==> src/rtl/pwm_ctrl_pkg.sv <==
// Shared types and constants for the PWM breathing duty sequencer.
package pwm_ctrl_pkg;

  typedef enum logic [2:0] {
    MANUAL  = 3'd0,
    UP      = 3'd1,
    HOLD_HI = 3'd2,
    DOWN    = 3'd3,
    HOLD_LO = 3'd4
  } state_t;

  localparam logic [7:0] DUTY_MAX    = 8'd255;
  localparam logic [7:0] DUTY_HALF   = 8'd127;
  localparam logic [7:0] STEP_FINE   = 8'd1;
  localparam logic [7:0] STEP_COARSE = 8'd10;

  // 9-bit add/subtract; the carry/borrow bit selects the clamp value.
  function automatic logic [7:0] sat_step(input logic [7:0] d, input logic [7:0] step,
                                          input logic up);
    logic [8:0] s;
    if (up) begin
      s = {1'b0, d} + {1'b0, step};
      sat_step = s[8] ? DUTY_MAX : s[7:0];
    end else begin
      s = {1'b0, d} - {1'b0, step};
      sat_step = s[8] ? 8'd0 : s[7:0];
    end
  endfunction

endpackage

==> src/rtl/pwm_breath_ctrl_if.sv <==
// Key / PWM-core side signals of the duty sequencer.
interface pwm_breath_ctrl_if;
  logic [4:0] key_raw;
  logic       pwm_period_end;
  logic [7:0] duty;
  logic       duty_upd;
  logic [2:0] mode;

  modport master (output key_raw, output pwm_period_end,
                  input duty, input duty_upd, input mode);
  modport slave  (input key_raw, input pwm_period_end,
                  output duty, output duty_upd, output mode);
endinterface

==> src/rtl/key_debounce.sv <==
// One active-low key: 2-FF synchroniser, stability counter, 1-cycle press pulse.
module key_debounce #(
  parameter logic [19:0] DEBOUNCE_CYCLES = 20'd1_000_000
) (
  input  logic clk,
  input  logic rst,
  input  logic key_raw,
  output logic press
);
  logic        sync1, sync2;
  logic        level, level_q;
  logic [19:0] cnt;
  logic        sample;

  assign sample = ~sync2;

  // level is the debounced pressed state; press fires one cycle after it rises.
  always_ff @(posedge clk or posedge rst) begin
    if (rst) begin
      sync1   <= 1'b1;
      sync2   <= 1'b1;
      level   <= 1'b0;
      level_q <= 1'b0;
      cnt     <= '0;
      press   <= 1'b0;
    end else begin
      sync1   <= key_raw;
      sync2   <= sync1;
      level_q <= level;
      press   <= level & ~level_q;
      if (sample != level) begin
        if (cnt == DEBOUNCE_CYCLES - 20'd1) begin
          level <= sample;
          cnt   <= '0;
        end else begin
          cnt <= cnt + 20'd1;
        end
      end else begin
        cnt <= '0;
      end
    end
  end
endmodule

==> src/rtl/pwm_breath_ctrl.sv <==
// Duty-cycle sequencer: manual key edits or autonomous breathing ramp.
//  state   | meaning
//  MANUAL  | keys edit duty with saturation
//  UP      | ramp +1 every BREATH_DIV period ends
//  HOLD_HI | hold 255 for PAUSE_PERIODS period ends
//  DOWN    | ramp -1 every BREATH_DIV period ends
//  HOLD_LO | hold 0 for PAUSE_PERIODS period ends
module pwm_breath_ctrl
  import pwm_ctrl_pkg::*;
#(
  parameter logic [19:0] DEBOUNCE_CYCLES = 20'd1_000_000,
  parameter logic [7:0]  BREATH_DIV      = 8'd2,
  parameter logic [7:0]  PAUSE_PERIODS   = 8'd64
) (
  input logic              clk,
  input logic              rst,
  pwm_breath_ctrl_if.slave bus
);
  logic [4:0] ev;
  logic [4:0] sel;
  state_t     state, state_n;
  logic [7:0] duty_r, duty_n, div, div_n, pause, pause_n;
  logic       upd_r;

  for (genvar i = 0; i < 5; i++) begin : g_key
    key_debounce #(.DEBOUNCE_CYCLES(DEBOUNCE_CYCLES)) u_key (
      .clk(clk), .rst(rst), .key_raw(bus.key_raw[i]), .press(ev[i])
    );
  end

  always_comb begin
    sel = 5'b0;
    if      (ev[4]) sel = 5'b10000;
    else if (ev[3]) sel = 5'b01000;
    else if (ev[2]) sel = 5'b00100;
    else if (ev[1]) sel = 5'b00010;
    else if (ev[0]) sel = 5'b00001;
  end

  always_ff @(posedge clk or posedge rst) begin
    if (rst) begin
      state  <= MANUAL;
      duty_r <= '0;
      div    <= '0;
      pause  <= '0;
      upd_r  <= 1'b0;
    end else begin
      state  <= state_n;
      duty_r <= duty_n;
      div    <= div_n;
      pause  <= pause_n;
      upd_r  <= (duty_n != duty_r);
    end
  end

  always_comb begin
    state_n = state;
    duty_n  = duty_r;
    div_n   = div;
    pause_n = pause;
    case (state)
      MANUAL: begin
        if      (sel[4]) duty_n = sat_step(duty_r, STEP_COARSE, 1'b1);
        else if (sel[3]) duty_n = sat_step(duty_r, STEP_COARSE, 1'b0);
        else if (sel[2]) duty_n = sat_step(duty_r, STEP_FINE, 1'b1);
        else if (sel[1]) duty_n = sat_step(duty_r, STEP_FINE, 1'b0);
        else if (sel[0]) begin
          state_n = UP;
          div_n   = '0;
          pause_n = '0;
        end
      end
      default: begin
        // A mode event takes precedence over a coincident period end.
        if (sel[0]) begin
          state_n = MANUAL;
          duty_n  = DUTY_HALF;
          div_n   = '0;
          pause_n = '0;
        end else if (bus.pwm_period_end) begin
          case (state)
            UP: begin
              if (duty_r == DUTY_MAX) begin
                state_n = HOLD_HI;
                div_n   = '0;
              end else if (div == BREATH_DIV - 8'd1) begin
                div_n  = '0;
                duty_n = duty_r + STEP_FINE;
                if (duty_r == DUTY_MAX - STEP_FINE) state_n = HOLD_HI;
              end else begin
                div_n = div + 8'd1;
              end
            end
            HOLD_HI: begin
              if (pause == PAUSE_PERIODS - 8'd1) begin
                state_n = DOWN;
                pause_n = '0;
              end else begin
                pause_n = pause + 8'd1;
              end
            end
            DOWN: begin
              if (duty_r == 8'd0) begin
                state_n = HOLD_LO;
                div_n   = '0;
              end else if (div == BREATH_DIV - 8'd1) begin
                div_n  = '0;
                duty_n = duty_r - STEP_FINE;
                if (duty_r == STEP_FINE) state_n = HOLD_LO;
              end else begin
                div_n = div + 8'd1;
              end
            end
            HOLD_LO: begin
              if (pause == PAUSE_PERIODS - 8'd1) begin
                state_n = UP;
                pause_n = '0;
              end else begin
                pause_n = pause + 8'd1;
              end
            end
            default: state_n = MANUAL;
          endcase
        end
      end
    endcase
  end

  assign bus.duty     = duty_r;
  assign bus.duty_upd = upd_r;
  assign bus.mode     = state;
endmodule
==> src/flat_wrapper.sv <==
// flat-port wrapper written by rule: the top's interface ports become plain ports
module pwm_breath_ctrl_flat import pwm_ctrl_pkg::*;
#(
  parameter logic [19:0] DEBOUNCE_CYCLES = 20'd1_000_000,
  parameter logic [7:0]  BREATH_DIV      = 8'd2,
  parameter logic [7:0]  PAUSE_PERIODS   = 8'd64
)
  (clk, rst, bus_key_raw, bus_pwm_period_end, bus_duty, bus_duty_upd, bus_mode);
  pwm_breath_ctrl_if bus_i ();
  input logic clk;
  input logic rst;
  input wire logic [$bits(bus_i.key_raw)-1:0] bus_key_raw;
  input wire logic [$bits(bus_i.pwm_period_end)-1:0] bus_pwm_period_end;
  output wire logic [$bits(bus_i.duty)-1:0] bus_duty;
  output wire logic [$bits(bus_i.duty_upd)-1:0] bus_duty_upd;
  output wire logic [$bits(bus_i.mode)-1:0] bus_mode;
  assign bus_i.key_raw = bus_key_raw;
  assign bus_i.pwm_period_end = bus_pwm_period_end;
  assign bus_duty = bus_i.duty;
  assign bus_duty_upd = bus_i.duty_upd;
  assign bus_mode = bus_i.mode;
  pwm_breath_ctrl #(.DEBOUNCE_CYCLES(DEBOUNCE_CYCLES), .BREATH_DIV(BREATH_DIV), .PAUSE_PERIODS(PAUSE_PERIODS)) u_core (.clk(clk), .rst(rst), .bus(bus_i));
endmodule
==> config.mk <==
export PLATFORM = sky130hd
export DESIGN_NAME = pwm_breath_ctrl_flat
export DESIGN_NICKNAME = d
export VERILOG_FILES = /design/src/rtl/pwm_ctrl_pkg.sv /design/src/rtl/pwm_breath_ctrl_if.sv /design/src/rtl/key_debounce.sv /design/src/rtl/pwm_breath_ctrl.sv /design/src/flat_wrapper.sv
export SDC_FILE = /design/constraint.sdc
export NUM_CORES = 1
export LEC_CHECK = 0
export CORE_ASPECT_RATIO = 1.25
export CORE_MARGIN = 8
export CORE_UTILIZATION = 30
export CTS_BUF_LIST = sky130_fd_sc_hd__clkbuf_8
export DETAILED_ROUTE_END_ITERATION = 10
export GPL_TIMING_DRIVEN = 0
export PLACE_DENSITY = 0.47
export SLEW_MARGIN = 20
export SYNTH_ARGS = -nofsm -noshare
export SYNTH_HDL_FRONTEND = slang
export SYNTH_HIERARCHICAL = 1
export SYNTH_SLANG_ARGS = --single-unit
export TNS_END_PERCENT = 50
==> constraint.sdc <==
create_clock -name clk -period 8.7 [get_ports clk]
set_input_delay 1.74 -clock clk [delete_from_list [all_inputs] [get_ports clk]]
set_output_delay 1.74 -clock clk [all_outputs]
set_load 0.005 [all_outputs]
==> results of run 1 <==
==> state kept, by name, summed over array words and instances, names as in the netlist <==
register	count
u_core/bus.duty	8
u_core/bus.duty_upd	1
u_core/bus.mode	3
u_core/div	8
u_core/g_key.u_key/cnt	100
u_core/g_key.u_key/level	5
u_core/g_key.u_key/level_q	5
u_core/g_key.u_key/press	5
u_core/g_key.u_key/sync1	5
u_core/g_key.u_key/sync2	5
u_core/pause	8
==> cell usage after synthesis, drive strengths merged (3+ instances only) <==
cell type / n / area share, %
nor4: 31 / 2.3
a21oi: 45 / 2.6
xnor2: 78 / 7.7
o211a: 5 / 0.56
nand4: 34 / 2.4
a22oi: 3 / 0.25
o31ai: 19 / 1.6
o221a: 5 / 0.63
or4: 18 / 1.8
a31o: 6 / 0.59
or3: 13 / 0.97
o2111ai: 4 / 0.39
o31a: 3 / 0.30
or2: 6 / 0.42
a31oi: 12 / 0.84
o21ai: 52 / 3.6
a41oi: 3 / 0.38
nor3: 28 / 1.6
dfstp: 10 / 3.0
nand3b: 6 / 0.51
nand2b: 5 / 0.35
nand3: 48 / 2.7
ha: 16 / 2.2
mux2i: 3 / 0.34
a21boi: 4 / 0.34
a211oi: 4 / 0.34
and2: 5 / 0.35
and3: 12 / 0.84
clkbuf: 23 / 0.97
dfrtp: 143 / 40
inv: 52 / 2.2
nor2: 140 / 5.9
nor2b: 12 / 0.84
nand2: 52 / 2.2
xor2: 15 / 1.5
or4b: 6 / 0.67
o211ai: 3 / 0.25
buf: 17 / 1.3
nor3b: 8 / 0.73
==> kinds of logic after synthesis <==
| family | Yosys count | share of synthesized area (%) |
|---|---|---|
| DFF | 153 | 43.2 |
| adders and majority gates | 16 | 2.25 |
| AOI/OAI and AO/OA | 192 | 15.1 |
| xor gates and xnor gates | 93 | 9.15 |
| muxes | 3 | 0.337 |
| and+or+nand+nor | 431 | 25.5 |
| buffers and inverters | 92 | 4.48 |
==> where the power goes <==
group          leakage [nW]  internal [mW]  switching (mW)  total (mW)
clock                 0.200          0.239           0.315       0.555
sequential             2.08          0.721         0.00698       0.728
combinational          1.56         0.0126          0.0294      0.0419
total                  3.84          0.973           0.352        1.32
==> cell type report <==
class / count / area [um^2]
buffer: 40 / 204
tap: 396 / 495
sequential: 153 / 3840
clock inverter: 15 / 158
fill: 3108 / 19300
inverter: 52 / 195
clock buffer: 17 / 234
multi-input combinational: 735 / 4660
timing repair buffer: 19 / 190
==> worst min path at each step <==
stage | end | cells past startpoint
final | u_core/g_key[4].u_key/sync2 | 0
after global routing | u_core/g_key[4].u_key/sync2 | 0
after CTS | u_core/g_key[3].u_key/sync2 | 0
after detailed placement | u_core/g_key[4].u_key/sync2 | 0
after global placement | u_core/g_key[4].u_key/sync2 | 0
after floorplan | u_core/g_key[0].u_key/sync2 | 0
==> per-stage QoR <==
stage | util, % | power [mW] | cell area [um^2]
after floorplan | - | 0.770 | 8900
after global placement | 32.8 | 0.786 | 9590
after detailed placement | 32.8 | 0.786 | 9590
after CTS | 34.1 | 1.36 | 9980
after global routing | 34.1 | 1.39 | 9980
final | 34.1 | 1.32 | 9980
==> metal layers <==
metal | up-vias | share of wire [%] | track usage [%]
met1 | 3560 | 45 | 16.5
met2 | 212 | 47 | 20.9
met4 | 0 | 2.9 | 6.12
met3 | 43 | 4.8 | 2.66
li1 | 3598 | - | -
met5 | - | 0 | 0
==> results.toml, run 1 <==
[status]
outcome = "completed"

[drt]
antenna_left = 0
wl_mm = 22.6
dr_total_vias = 7413
wl_per_cell_um = 15.8
first_iter_violations = 580
via_per_inst = 5.19
firstDrtPassIters = 5
drc = 0

[setup_path]
cp-endpoint = "u_core/bus.duty_upd"
arrival_ns = 4.63
cp_cell_sequence = "clkdlybuf4s50_1 -> nand4b_1 -> a31oi_1 -> a21oi_1 -> a221o_1 -> a41oi_2 -> nand4_1 -> or4_1"
cpLargestDelayFamily = "compound AO/OA/AOI/OAI gates"
critPathMaxFanout = 8
worstReg2RegEnd = "u_core/bus.duty_upd"
crit_type = "in -> reg"
slowest_delay_ns = 0.66
crit_path_start_kind = "input port"
crit_slowest_cell = "clkdlybuf4s50_1"
r2r_start = "u_core/bus.duty[1]"
crit_start = "bus_pwm_period_end"
required_ns = 9.04
cp_num_cells = 8
path_buf_inv = 1
reg2reg_depth = 11
reg2reg_slack_ns = 4.69
worst_setup_path_end_kind = "flop"

[final_layout]
final_common_cell = "dfrtp_1"
area_growth_pct = 12.1
final_nets = 1042
finalNonFillerCells = 1427
drive_gt1_share_pct = 9.51
final_cell_mix = "143 x dfrtp_1, 140 x nor2_1, 78 x xnor2_1"
num_antenna_cells = 0

[clock_network]
clock_sinks = 153
cts_tree = "built"
hold_buffers = 0
htreeDepth = 4
clockRootBuffer = "clkbuf_8"
cts.path.max_buffers = 2
postCtsResizedCells = 0
clk_pin_slew_ns = 0.10
post-cts-setup-buffer-count = 0
numCtsBuffers = 17
clk_latency_ns = 0.47

[timing]
max_clock_freq_mhz = 233
whs_ns = 0.356
final_hold_viol_count = 0
period_minus_slack_ns = 4.29
finalSetupViolations = 0
rsz0062_at_grt = "no"
tns_ns = 0
max_slew.worst_pin.slew_ns = 1.08
max_slew_margin_pct = 27.4
setup_ws_ns = 4.41
clock_skew_ns = 0.0174
slew_violations = 0
fin_crit_sh_pct = 49.3

[place]
dp.cells = 1395
io_buffers = 19
dp_worst_setup_slack_ns = 4.03
dpl.hpwl_mm = 15.9
place_congestion = 0.920

[power_and_ir_drop]
p_leak_nw = 3.84
ir_drop_mv = 0.0657
power_density_nw_per_um2 = 133

[synth]
ys_seq_area_share_pct = 43.2
syn_area_um2 = 8900
synth-edff-count = 0
synth_top_flop_cell = "dfrtp_1"
ys_seq_elements = 153
ys_async_sr_fraction_pct = 100
synth.distinct_cells = 76
synth_area_per_cell_um2 = 9.08
syn_inst = 980
syn_nets = 1004
ys_warn_count = 6

[floorplanning]
initial_utilization_pct = 30.4
io_pins = 20
rows = 70
fp.dieArea_um2 = 35500
die_w_um = 170
die_height_um = 209
core_um2 = 29300

[global_routing]
track_usage_pct = 13.0
grt_pass1_wl_mm = 37.8
grt_pass1_vias = 7358
antenna_found_initial = 0
grt-ovfl-total = 0
grt_max_degree = 29

[min_path]
hp-start = "u_core/g_key[4].u_key/sync1"
min_path_type = "reg -> reg"

[flow_run]
drv_cap = 0
Power figures use the tool's default switching activity.
==> run 2: changes to the inputs <==
==> constraint.sdc (replaced) <==
create_clock -name clk -period 4.2 [get_ports clk]
set_input_delay 0.84 -clock clk [delete_from_list [all_inputs] [get_ports clk]]
set_output_delay 0.84 -clock clk [all_outputs]
set_load 0.005 [all_outputs]
==> run 2 against run 1 <==
Non-clock buffer count did not move. Critical path type is now reg -> reg. Power rose by 110%. Flip-flop and latch count did not move. Critical path depth rose by 3. Setup slack got worse by 4.2 ns. Largest power group unchanged. Clock-buffer cell count did not move. Final cell count did not move. Register-to-register slack got worse by 4.5 ns.
==> results.toml, run 2 (synthesis gave the netlist of run 1 again) <==
[final_layout]
area_growth_pct = 12.2
final_common_cell = "dfrtp_1"
final_nets = 1042
drive_gt1_share_pct = 9.60
largest-register = "u_core/g_key.u_key/cnt"
fill_cells = 3108
num_antenna_cells = 0
final_cell_mix = "143 x dfrtp_1, 140 x nor2_1, 78 x xnor2_1"
largest_register_ffs = 100

[setup_path]
crit_path_start_kind = "flop"
r2r_start = "u_core/bus.duty[2]"
crit_type = "reg -> reg"
required_ns = 4.54
worst_setup_path_end_kind = "flop"
critPathMaxFanout = 10
crit_start = "u_core/bus.duty[2]"
arrival_ns = 4.31

[timing]
rsz0062_at_grt = "no"
period_minus_slack_ns = 3.97
fin_crit_sh_pct = 94.4
whs_ns = 0.355
max_slew_margin_pct = 29.6
max_clock_freq_mhz = 252
finalSetupViolations = 0
slew_violations = 0
max_slew.worst_pin.slew_ns = 1.05
final_hold_viol_count = 0
tns_ns = 0
clock_skew_ns = 0.0175

[drt]
drc = 0
firstDrtPassIters = 5
wl_per_cell_um = 15.8
antenna_left = 0
first_iter_violations = 578
wl_mm = 22.6
dr_total_vias = 7436
via_per_inst = 5.21

[global_routing]
grt_max_degree = 29
antenna_found_initial = 0
grt-ovfl-total = 0
grt_pass1_wl_mm = 37.8
track_usage_pct = 13.0
grt_pass1_vias = 7351

[power_and_ir_drop]
p_leak_nw = 3.85
ir_drop_mv = 0.137
power_density_nw_per_um2 = 275

[floorplanning]
die_height_um = 209
initial_utilization_pct = 30.4
io_pins = 20
die_w_um = 170
core_um2 = 29300
fp.dieArea_um2 = 35500
rows = 70

[clock_network]
post-cts-setup-buffer-count = 0
clk_latency_ns = 0.47
cts_tree = "built"
cts.path.max_buffers = 2
htreeDepth = 4
clk_pin_slew_ns = 0.11
clockRootBuffer = "clkbuf_8"
hold_buffers = 0
numCtsBuffers = 17
clock_sinks = 153

[flow_run]
drv_cap = 0

[min_path]
min_path_type = "reg -> reg"
hp-start = "u_core/g_key[4].u_key/sync1"

[status]
outcome = "completed"

[place]
dpl.hpwl_mm = 15.9
io_buffers = 19
place_congestion = 0.920
==> run 2: per-layer routing <==
layer / vias to the layer above / routed length [um] / track usage (%)
met4: 0 / 695 / 6.21
li1: 3593 / - / -
met5: - / 0 / 0
met2: 217 / 10700 / 20.8
met3: 48 / 983 / 2.70
met1: 3578 / 10200 / 16.5
==> run 2: cell type report <==
cell class	count	area, um^2	area share (%)
plain buffers	40	204	2.04
clock buffers	17	234	2.34
clock inverters	15	158	1.58
inverters	52	195	1.96
multi-input cells	735	4660	46.7
flip-flops and latches	153	3840	38.5
well taps	396	495	4.96
repair buffers	19	190	1.91
==> run 2: path summary, 6_finish.rpt <==
kind                       cells after the start  slack, ns                            end
max reg2reg                                   11       0.23            u_core/bus.duty_upd
min in group asynchronous                      2       1.09   u_core/g_key[1].u_key/cnt[4]
max in group asynchronous                      2       2.37  u_core/g_key[4].u_key/cnt[10]
max                                           11       0.23            u_core/bus.duty_upd
min reg2reg                                    0       0.36    u_core/g_key[4].u_key/sync2
min                                            0       0.36    u_core/g_key[4].u_key/sync2
==> run 2: worst max-delay path, stage by stage, from the launching register on <==
cell	delay, ns
dfrtp_1	0.53
clkbuf_1	0.40
inv_1	0.26
ha_1	0.26
a21boi_0	0.46
nand2_1	0.20
o41a_1	0.35
a221oi_2	0.28
nor4_1	0.09
nor4_1	0.32
nand4_1	0.15
or4_1	0.54
==> run 2: timing repair <==
| item | in CTS | in global routing |
|---|---|---|
| hold endpoints to repair | 0 | 0 |
| setup endpoints to repair | 0 | 1 |
| resized for setup | 0 | 1 |
==> run 2: report_power, final <==
| part | leakage (nW) | switching (mW) | internal [mW] |
|---|---|---|---|
| clock | 0.200 | 0.654 | 0.496 |
| sequential | 2.08 | 0.0145 | 1.49 |
| combinational | 1.57 | 0.0608 | 0.0260 |
==> run 2: per-stage QoR <==
step,instance area [um^2],total power [mW],util [%],cells,setup slack [ns]
floorplan,8900,1.59,-,980,0.976
global placement,9590,1.63,32.8,1395,0.0746
detailed placement,9590,1.63,32.8,1395,0.299
CTS,9980,2.81,34.1,1427,0.243
global route,9980,2.87,34.1,1427,0.0217
finish,9980,2.74,34.1,1427,0.235
==> run 3: changes to the inputs <==
--- a/config.mk
+++ b/config.mk
@@ -5,8 +5,9 @@
 export SDC_FILE = /design/constraint.sdc
 export NUM_CORES = 1
 export LEC_CHECK = 0
+export CAP_MARGIN = 30
 export CORE_ASPECT_RATIO = 1.25
-export CORE_MARGIN = 8
+export CORE_MARGIN = 2
 export CORE_UTILIZATION = 30
 export CTS_BUF_LIST = sky130_fd_sc_hd__clkbuf_8
 export DETAILED_ROUTE_END_ITERATION = 10
==> run 3 against run 2 <==
Final cell count up 0.42%. Die area fell by 12%. Non-clock buffer count increased by 6. First-iteration DRC count is 24% lower. Utilization rose by 0.42 points. Combinational power grew 16%. Clock power barely moved. Critical path depth unchanged. Sequential power is essentially flat. Highest routed layer unchanged. Flip-flop and latch count stayed put. Largest cell class unchanged.
==> results.toml, run 3 (synthesis gave the netlist of run 1 again) <==
[status]
outcome = "completed"

[setup_path]
slowest_delay_ns = 0.54
crit_type = "reg -> reg"
cp_cell_sequence = "clkbuf_1 -> inv_1 -> ha_1 -> a21boi_0 -> nand2_1 -> o41a_1 -> a221oi_2 -> nor4_1 -> nor4_1 -> nand4_1 -> or4_1"
path_common_cell = "nor4_1"
arrival_ns = 4.33
critPathMaxFanout = 10
worst_setup_path_end_kind = "flop"
crit_slowest_cell = "dfrtp_1"
crit_path_start_kind = "flop"
required_ns = 4.55

[flow_run]
drv_cap = 0

[place]
dpl.hpwl_mm = 16.3
io_buffers = 19
dp.cells = 1400
place_congestion = 0.918
dp_worst_setup_slack_ns = 0.132

[floorplanning]
core_um2 = 29300
die_height_um = 197
fp.dieArea_um2 = 31100
initial_utilization_pct = 30.4
io_pins = 20
rows = 70
die_w_um = 158

[timing]
max_slew.worst_pin.slew_ns = 0.925
setup_ws_ns = 0.220
tns_ns = 0
max_clock_freq_mhz = 251
rsz0062_at_grt = "no"
final_hold_viol_count = 0
slew_violations = 0
finalSetupViolations = 0
clock_skew_ns = 0.0205
max_slew_margin_pct = 37.9
fin_crit_sh_pct = 94.8
period_minus_slack_ns = 3.98

[drt]
antenna_left = 0
first_iter_violations = 440
firstDrtPassIters = 5
via_per_inst = 5.18
wl_per_cell_um = 15.9
wl_mm = 22.8
drc = 0
dr_total_vias = 7421

[clock_network]
htreeDepth = 4
postCtsResizedCells = 0
cts.path.max_buffers = 2
clock_sinks = 153
clockRootBuffer = "clkbuf_8"
cts_tree = "built"
post-cts-setup-buffer-count = 0
hold_buffers = 0
clk_latency_ns = 0.47
clk_pin_slew_ns = 0.11
numCtsBuffers = 17

[global_routing]
grt_max_degree = 29
antenna_found_initial = 0
track_usage_pct = 15.5
grt_pass1_vias = 7453
grt_pass1_wl_mm = 38.5
grt-ovfl-total = 0

[power_and_ir_drop]
ir_drop_mv = 0.138
p_leak_nw = 3.91
power_density_nw_per_um2 = 273

[final_layout]
num_antenna_cells = 0
final_nets = 1048
largest-register = "u_core/g_key.u_key/cnt"
drive_gt1_share_pct = 10.0
final_common_cell = "dfrtp_1"
final_cell_mix = "143 x dfrtp_1, 140 x nor2_1, 78 x xnor2_1"
finalNonFillerCells = 1433
largest_register_ffs = 100
area_growth_pct = 13.5

[min_path]
min_path_type = "reg -> reg"
[run 3: area by class of cell]
cell class                 count  area [um^2]
sequential                   153         3840
inverter                      52          195
multi-input combinational    735         4660
tap                          396          495
clock buffer                  17          234
clock inverter                15          155
fill                        3100        19100
timing repair buffer          25          320
buffer                        40          204
[run 3: final timing paths]
check	startpoint	end	cells past startpoint	slack [ns]
setup reg to reg	u_core/bus.duty[2]	u_core/bus.duty_upd	11	0.22
min in group asynchronous	rst	u_core/g_key[1].u_key/cnt[2]	2	1.00
hold / removal	u_core/g_key[3].u_key/sync1	u_core/g_key[3].u_key/sync2	0	0.36
max in group asynchronous	rst	u_core/g_key[4].u_key/sync1	3	2.60
setup / recovery	u_core/bus.duty[2]	u_core/bus.duty_upd	11	0.22
hold reg to reg	u_core/g_key[3].u_key/sync1	u_core/g_key[3].u_key/sync2	0	0.36
[run 3: worst max-delay path: cells and delay by family, from the launching register on]
kind | cells | cell delay [ns]
flops | 1 | 0.54
buf+inv | 2 | 0.72
compound gates | 3 | 1.07
simple gates | 5 | 1.25
fa+ha+maj | 1 | 0.26
[run 3: metrics by stage]
step           area (um^2)  hold slack, ns  total power, mW  utilization [%]
2_1_floorplan         8900           0.345             1.59                -
5_1_grt              10100           0.373             2.90             34.5
3_5_place_dp          9710           0.347             1.64             33.2
6_report             10100           0.358             2.75             34.5
3_3_place_gp          9590           0.348             1.63             32.8
4_1_cts              10100           0.361             2.82             34.5
[run 3: per-layer routing]
metal | up-vias | wire length, um | GRT usage (%)
li1 | 3604 | - | -
met1 | 3606 | 10300 | 19.8
met2 | 160 | 10900 | 25.2
met3 | 51 | 821 | 2.73
met4 | 0 | 822 | 7.37
met5 | - | 0 | 0
[run 3: power by group]
part           switching [mW]  total (mW)  internal (mW)
clock                   0.654        1.15          0.491
sequential             0.0145        1.51           1.49
combinational          0.0636       0.101         0.0375
total                   0.732        2.75           2.02
